`config.mk`:
```
export PLATFORM = sky130hd
export DESIGN_NAME = zrb_uart_rx_os8
export DESIGN_NICKNAME = d
export VERILOG_FILES = /design/src/rtl/zrb_uart_rx_os8_pkg.sv /design/src/rtl/zrb_uart_rx_os8_sync.sv /design/src/rtl/zrb_uart_rx_os8.sv
export SDC_FILE = /design/constraint.sdc
export NUM_CORES = 1
export LEC_CHECK = 0
export CAP_MARGIN = 0
export CORE_ASPECT_RATIO = 1.25
export CORE_MARGIN = 2
export CORE_UTILIZATION = 58
export CTS_BUF_LIST = sky130_fd_sc_hd__clkbuf_4 sky130_fd_sc_hd__clkbuf_8
export CTS_CLUSTER_SIZE = 28
export DETAILED_ROUTE_END_ITERATION = 10
export PLACE_DENSITY = 0.9
export SKIP_CTS_REPAIR_TIMING = 1
export SLEW_MARGIN = 30
export SYNTH_ARGS = -nofsm -noshare
export SYNTH_HDL_FRONTEND = slang
export SYNTH_SLANG_ARGS = --single-unit
```
`constraint.sdc`:
```
create_clock -name clk -period 2.3 [get_ports clk]
set_clock_uncertainty 0.05 [all_clocks]
set_input_delay 0.46 -clock clk [delete_from_list [all_inputs] [get_ports clk]]
set_output_delay 0.46 -clock clk [all_outputs]
set_load 0.05 [all_outputs]
```
`src/rtl/zrb_uart_rx_os8_pkg.sv`:
```
// zrb_uart_rx_os8 shared definitions.
// FSM state codes, oversample timing points and the majority-vote helper.
package zrb_uart_rx_os8_pkg;

  localparam int OVERSAMPLE = 8;
  localparam int CNT_W      = $clog2(OVERSAMPLE);

  localparam logic [1:0] S_IDLE  = 2'd0;
  localparam logic [1:0] S_START = 2'd1;
  localparam logic [1:0] S_DATA  = 2'd2;
  localparam logic [1:0] S_STOP  = 2'd3;

  localparam logic [CNT_W-1:0] SMP1_TICK = CNT_W'(3);
  localparam logic [CNT_W-1:0] SMP2_TICK = CNT_W'(4);
  localparam logic [CNT_W-1:0] VOTE_TICK = CNT_W'(5);
  localparam logic [CNT_W-1:0] LAST_TICK = CNT_W'(OVERSAMPLE - 1);

  function automatic logic maj3(input logic a,
                                input logic b,
                                input logic c);
    return (a & b) | (a & c) | (b & c);
  endfunction

endpackage

```
`src/rtl/zrb_uart_rx_os8_sync.sv`:
```
// zrb_sync_2ff: two-flop synchronizer for one asynchronous bit.
// RST_VAL lets an idle-high line come out of reset already idle.
module zrb_sync_2ff #(
  parameter logic RST_VAL = 1'b1
) (
  input  logic clk,
  input  logic reset,
  input  logic d_i,
  output logic q_o
);

  logic ff1_q;
  logic ff2_q;

  // two-stage metastability filter, runs every clk
  always_ff @(posedge clk) begin
    if (reset) begin
      ff1_q <= RST_VAL;
      ff2_q <= RST_VAL;
    end else begin
      ff1_q <= d_i;
      ff2_q <= ff1_q;
    end
  end

  assign q_o = ff2_q;

endmodule

```
`src/rtl/zrb_uart_rx_os8.sv`:
```
// zrb_uart_rx_os8: 8x oversampling UART receiver, 8N1, LSB first.
// Majority vote per bit, armed false-start guard, stop-bit framing check.
module zrb_uart_rx_os8
  import zrb_uart_rx_os8_pkg::*;
#(
  parameter int NUM_BITS = 8
) (
  input  logic       clk,
  input  logic       reset,
  input  logic       clk_en,
  input  logic       rx,
  output logic [7:0] data,
  output logic       valid,
  output logic       frame_err
);

  logic             rx_s;
  logic [1:0]       state_q, state_d;
  logic [CNT_W-1:0] cnt_q, cnt_d;
  logic [2:0]       bit_q, bit_d;
  logic [7:0]       shreg_q, shreg_d;
  logic [7:0]       data_q, data_d;
  logic             valid_q, valid_d;
  logic             ferr_q, ferr_d;
  logic             armed_q, armed_d;
  logic             smp1_q, smp1_d;
  logic             smp2_q, smp2_d;
  logic             vote;

  zrb_sync_2ff #(
    .RST_VAL(1'b1)
  ) u_sync (
    .clk  (clk),
    .reset(reset),
    .d_i  (rx),
    .q_o  (rx_s)
  );

  assign vote = maj3(smp1_q, smp2_q, rx_s);

  // next-state: FSM and counters advance only on oversample ticks
  always_comb begin
    state_d = state_q;
    cnt_d   = cnt_q;
    bit_d   = bit_q;
    shreg_d = shreg_q;
    data_d  = data_q;
    armed_d = armed_q;
    smp1_d  = smp1_q;
    smp2_d  = smp2_q;
    valid_d = 1'b0;
    ferr_d  = 1'b0;
    if (clk_en) begin
      cnt_d = cnt_q + CNT_W'(1);
      if (cnt_q == SMP1_TICK) smp1_d = rx_s;
      if (cnt_q == SMP2_TICK) smp2_d = rx_s;
      unique case (state_q)
        S_IDLE: begin
          cnt_d = '0;
          if (armed_q && !rx_s) begin
            state_d = S_START;
            cnt_d   = CNT_W'(1);
            armed_d = 1'b0;
          end else if (rx_s) begin
            armed_d = 1'b1;
          end
        end
        S_START: begin
          if (cnt_q == VOTE_TICK && vote) begin
            state_d = S_IDLE;
          end else if (cnt_q == LAST_TICK) begin
            state_d = S_DATA;
            bit_d   = '0;
          end
        end
        S_DATA: begin
          if (cnt_q == VOTE_TICK) begin
            shreg_d = {vote, shreg_q[7:1]};
          end
          if (cnt_q == LAST_TICK) begin
            if (bit_q == 3'(NUM_BITS - 1)) begin
              state_d = S_STOP;
            end else begin
              bit_d = bit_q + 3'd1;
            end
          end
        end
        S_STOP: begin
          if (cnt_q == VOTE_TICK) begin
            state_d = S_IDLE;
            if (vote) begin
              data_d  = shreg_q >> (8 - NUM_BITS);
              valid_d = 1'b1;
            end else begin
              ferr_d = 1'b1;
            end
          end
        end
        default: state_d = S_IDLE;
      endcase
    end
  end

  // state registers with synchronous reset
  always_ff @(posedge clk) begin
    if (reset) begin
      state_q <= S_IDLE;
      cnt_q   <= '0;
      bit_q   <= '0;
      shreg_q <= '0;
      data_q  <= '0;
      valid_q <= 1'b0;
      ferr_q  <= 1'b0;
      armed_q <= 1'b0;
      smp1_q  <= 1'b0;
      smp2_q  <= 1'b0;
    end else begin
      state_q <= state_d;
      cnt_q   <= cnt_d;
      bit_q   <= bit_d;
      shreg_q <= shreg_d;
      data_q  <= data_d;
      valid_q <= valid_d;
      ferr_q  <= ferr_d;
      armed_q <= armed_d;
      smp1_q  <= smp1_d;
      smp2_q  <= smp2_d;
    end
  end

  assign data      = data_q;
  assign valid     = valid_q;
  assign frame_err = ferr_q;

endmodule

```
# Word level (Yosys, flattened, before mapping)

Index checks and enable logic that the tools add are counted.

Reduce and logical (&&, ||, !) cells: 14
Bitwise operators: 8
Eq/ne operators: 16
Multiplexer cells: 18
$add $sub $neg: 2

Operators with widths:

| operator              | number |
|---|---|
| $mux W3               | 5 |
| $ne A2 B2 Y1 const B  | 7 |
| $eq A3 B3 Y1 const B  | 4 |
| $mux W2               | 6 |
| $reduce_and A6 Y1     | 2 |
| $pmux W2 S4           | 1 |
| $add A3 B1 Y3 const B | 2 |
| $pmux W3 S2           | 1 |
| $reduce_and A3 Y1     | 2 |
| $mux W1               | 5 |
| $eq A2 B2 Y1 const B  | 2 |
| $reduce_and A2 Y1     | 2 |
| $reduce_and A4 Y1     | 1 |
| $reduce_bool A2 Y1    | 2 |
| $reduce_or A4 Y1      | 1 |
| $and A1 B1 Y1         | 3 |
| $eq A3 B2 Y1 const B  | 1 |
| $ne A3 B3 Y1 const B  | 1 |
| $not A1 Y1            | 3 |
| $eq A2 B1 Y1 const B  | 1 |
| $logic_and A1 B1 Y1   | 2 |
| $logic_not A2 Y1      | 1 |
| $or A1 B1 Y1          | 2 |
| $logic_not A1 Y1      | 1 |

Bits of input ports: 4
Flip-flop bits (word level): 31
Logic and storage cells: 70

# Depth between registers and ports, before layout

Depth in word-level cells: 6
Gate-level depth with buffers: 7
Gate-level depth less buffers: 6

# Cells and area by module

A second synthesis with hierarchy kept.

Cell total of the unflattened synthesis: 139
Area, all modules: 1,370.1 um^2

By module, submodules not included:

| module          | instances | seq. area each (um^2) | area an instance (um^2) | cells an instance |
|---|---|---|---|---|
| zrb_uart_rx_os8 | 1         | 580.6                 | 1,317.5                 | 135 |
| zrb_sync_2ff    | 1         | 40.0                  | 52.6                    | 4 |

# Worst setup path before layout

Ideal clock, no wire load.

Kind: reg-to-reg
From: reg cnt_q[0]
To: reg state_q[0]
Library setup time: 121 ps
Clock period less this slack: 1,620 ps
Buffers on the path: 0
Arrival time: 1,449 ps
Cell stages (with the launch flop): 7
Path slack: 680 ps
Cells stage by stage: dfxtp_1 -> ha_1 -> ha_1 -> and3b_1 -> a21oi_1 -> a221oi_2 -> mux2_4

Word-level cells in the longest chain between the ends: 4

Ends and longest elaborated chain:

| element                                                           | RTL line                                     | text |
|---|---|---|
| start: declaration                                                | zrb_uart_rx_os8.sv:19                        | `logic [CNT_W-1:0] cnt_q, cnt_d;` |
| start signal: assignment                                          | zrb_uart_rx_os8.sv:119                       | `cnt_q <= cnt_d;` |
| $eq A3 B3 Y1                                                      | zrb_uart_rx_os8.sv:69, zrb_uart_rx_os8.sv:89 |  |
| $logic_and A1 B1 Y1                                               | zrb_uart_rx_os8.sv:69                        | `if (cnt_q == VOTE_TICK && vote) begin` |
| $ne A3 B3 Y1 (no source line) or $mux W2 (tied branches)          | --                                           |  |
| $reduce_and A6 Y1 (no source line) or $pmux W2 S4 (tied branches) | --                                           |  |
| end signal: assignment                                            | zrb_uart_rx_os8.sv:118                       | `state_q <= state_d;` |
| end: declaration                                                  | zrb_uart_rx_os8.sv:18                        | `logic [1:0] state_q, state_d;` |

Parallel ways exist; a longest one is shown, timed or not.
A chain may end at the register's enable or synchronous reset.

# Worst setup path in the final report

From: reg data_q[0], in the netlist data[0]
To: out data[0]

RTL lines:

| element                  | RTL line               | text |
|---|---|---|
| start: declaration       | zrb_uart_rx_os8.sv:22  | `logic [7:0] data_q, data_d;` |
| start signal: assignment | zrb_uart_rx_os8.sv:122 | `data_q <= data_d;` |
| end: declaration         | zrb_uart_rx_os8.sv:12  | `output logic [7:0] data,` |

No word-level cell between the ends.

==> flow_summary.ini <==
[clock_network]
clock-sinks = 31
cts_root_buffer = clkbuf_4
clock_latency_ns = 0.32
cts_made_buffers = 5
cts_buffer_depth = 2
clkTransAtPathRegs_ns = 0.09
tritoncts = done
h-tree-depth = 2

[sta]
setup_tns_ns = 0
timing.final.crit_period_ns = 1.988
slew_violations = 0
setup_ws_ns = 0.3121
setup_viol = 0
rsz0062_at_grt = false
slew_headroom_pct = 66.17
tightest_slew_ns = 0.5059
hold_violations = 0
finalCritPeriodShare_pct = 86.43
clock.fmax_ghz = 0.5030

[floorplan]
core_mm2 = 0.002211
die_height_um = 58.34
initial_core_util_pct = 61.97
die_w_um = 47.47
io-pin-count = 14
fp-row-count = 19
dieArea_mm2 = 0.002769

[detailed_routing]
ant_nets = 0
dr.pass1.iters = 4
wl_mm = 2.424
drc_errors = 0
drtIter0Drc = 14
vias = 989
post_drt_wl_per_cell_um = 13.10
viasPerCell = 5.346

[place]
dp.cells = 177
dp_slack_ns = 0.3013
gp_congestion = 0.8068
place_area_mm2 = 0.001530
io_buffers = 13
dp.final_hpwl_mm = 1.789

[logic_synthesis]
yosys_warnings = 0
synth_compound_area_share_pct = 8.219
synthDistinctLibCells = 33
synth-simple-area-share_pct = 20.73
yosys.area_share.adder_pct = 7.397
synth-xor-area-share_pct = 0
synthMuxAreaShare_pct = 14.98
synth_top_family_by_area = simple AND/OR/NAND/NOR gates
syn_inst = 136
synth_seq_area_share_pct = 45.30
syn_area_mm2 = 0.001370
synth_fp_nets = 147
syn_area_per_cell_um2 = 10.07
ys_ff_latch = 31

[power]
swShare_pct = 20.87
p_per_area_mw_per_mm2 = 591.0
p_total_mw = 0.9472
p_leak_nw = 0.7468
pwr-share-clk_pct = 38.5
internal_power_mw = 0.7495
pwr-share-comb_pct = 4.0
ir_worst_vdd_v = 0.0006049
power.switching_mw = 0.1977
pwr-share-seq_pct = 57.6

[final_layout]
fin_nets = 164
drive_above_1_share_pct = 14.94
multi_input_area_um2 = 703.2
seq_area_um2 = 620.6
stdcell_count = 185
final_common_cell = dfxtp_1
area_growth_pct = 16.99
antennaDiodeCount = 0
design_area_mm2 = 0.001603
fillers = 179
layout_common_cells = dfxtp_1, nor2_1, mux2i_1

[grt]
grt_pass1_vias = 992
grt_use_total_pct = 21.75
antenna_found_initial = 0
grt_pass1_wl_mm = 4.215
overflow = 0
grt_max_degree = 19

[setup_path]
cp.arrival_ns = 1.48
start_kind = flop
timing.rr.start = cnt_q[0]
cpPeakStageDelay_ns = 0.81
path_buf_inv = 1
rrSetupSlack_ns = 0.48
path_cells = clkdlybuf4s50_1
crit_type = reg2out
r2r-end = state_q[0]
reg2reg_depth = 6
crit_family = buffers and inverters
endpoint_kind = output port
critPathMaxFanout = 2
cpMaxStageDelayCell = clkdlybuf4s50_1
crit_required_ns = 1.79

[job]
drv_cap = 0

[run_status]
status = complete, no violations

[hold_path]
hold_end = u_sync.q_o
whs_path_depth = 1
hp-class = reg2reg
min_from = u_sync.ff1_q
[synthesized netlist by cell type]
| cell type | n | share of area, % |
|---|---|---|
| mux2_4 | 1 | 1.1 |
| a221oi_2 | 1 | 1.1 |
| or2_2 | 2 | 0.91 |
| mux2i_1 | 19 | 14 |
| and2b_4 | 1 | 0.73 |
| nand3_1 | 4 | 1.5 |
| a21oi_4 | 1 | 1.2 |
| o22ai_1 | 1 | 0.46 |
| nor2b_1 | 2 | 0.91 |
| buf_2 | 1 | 0.36 |
| ha_1 | 7 | 6.4 |
| and3_1 | 1 | 0.46 |
| nor3_1 | 2 | 0.73 |
| or2b_1 | 1 | 0.55 |
| o31ai_2 | 1 | 0.91 |
| inv_1 | 4 | 1.1 |
| a211oi_2 | 1 | 0.91 |
| or3b_1 | 2 | 1.3 |
| nand3b_1 | 1 | 0.55 |
| clkbuf_1 | 3 | 0.82 |
| dfxtp_1 | 31 | 45 |
| and2_2 | 1 | 0.55 |
| nor3b_1 | 2 | 1.1 |
| and3b_1 | 1 | 0.64 |
| o2111a_1 | 1 | 0.82 |
| nand2_1 | 8 | 2.2 |
| nand4_4 | 1 | 1.6 |
| buf_4 | 2 | 1.1 |
| maj3_4 | 1 | 1.0 |
| and2b_1 | 1 | 0.55 |
| a31o_2 | 1 | 0.64 |
| nor2_1 | 24 | 6.6 |
| a21oi_1 | 6 | 2.2 |
[power by group through the flow]
| stage | registers, mW | clock network (mW) | logic [mW] |
|---|---|---|---|
| floorplan | 0.555 | 0 | 0.0252 |
| global placement | 0.557 | 0 | 0.0360 |
| detailed placement | 0.558 | 0 | 0.0371 |
| CTS | 0.545 | 0.374 | 0.0378 |
| global route | 0.546 | 0.395 | 0.0412 |
| finish | 0.545 | 0.364 | 0.0376 |
[metrics by stage]
stage | util (%) | hold slack, ns
after floorplan | - | 0.3395
after global placement | 69.21 | 0.3461
after detailed placement | 69.21 | 0.3541
after CTS | 72.50 | 0.3767
after global routing | 72.50 | 0.3794
final | 72.50 | 0.3710
[kinds of logic after synthesis]
family / after synthesis
AO/OA/AOI/OAI: 13
adder cells (fa/ha/maj): 8
buffers and inverters: 10
flip-flops: 31
multiplexers: 20
AND/OR/NAND/NOR: 54
[flip-flops by register name, summed over array words and instances (netlist names), 3 cells and up, named ones only]
signal,count
shreg_q,8
data,8
bit_q,3
cnt_q,3
[worst max-delay path by stage]
stage,start,slack [ns],to,cells after the start
6_report,data[0],0.31,data[0],1
5_1_grt,data[0],0.26,data[0],1
3_3_place_gp,clk_en,0.38,shreg_q[6],4
4_1_cts,data[0],0.29,data[0],1
2_1_floorplan,cnt_q[0],0.68,state_q[0],6
3_5_place_dp,clk_en,0.30,bit_q[1],5
[layer usage]
layer  track usage (%)  share of wire [%]  wire length [um]  vias up
met2             32.82                 53              1273       12
met4             12.70                2.5                60        0
met5                 0                  0                 0        -
met1             25.94                 42              1020      472
met3             7.669                2.9                70        7
li1                  -                  -                 -      498
[final cells by class]
cell class / instances / share of cell area (%)
inverters: 4 / 0.9368
clock buffers: 8 / 4.528
flip-flops and latches: 31 / 38.72
multi-input cells: 95 / 43.87
well taps: 31 / 2.420
repair buffers: 16 / 9.524
Note: power is estimated with default switching activity, not from simulation.
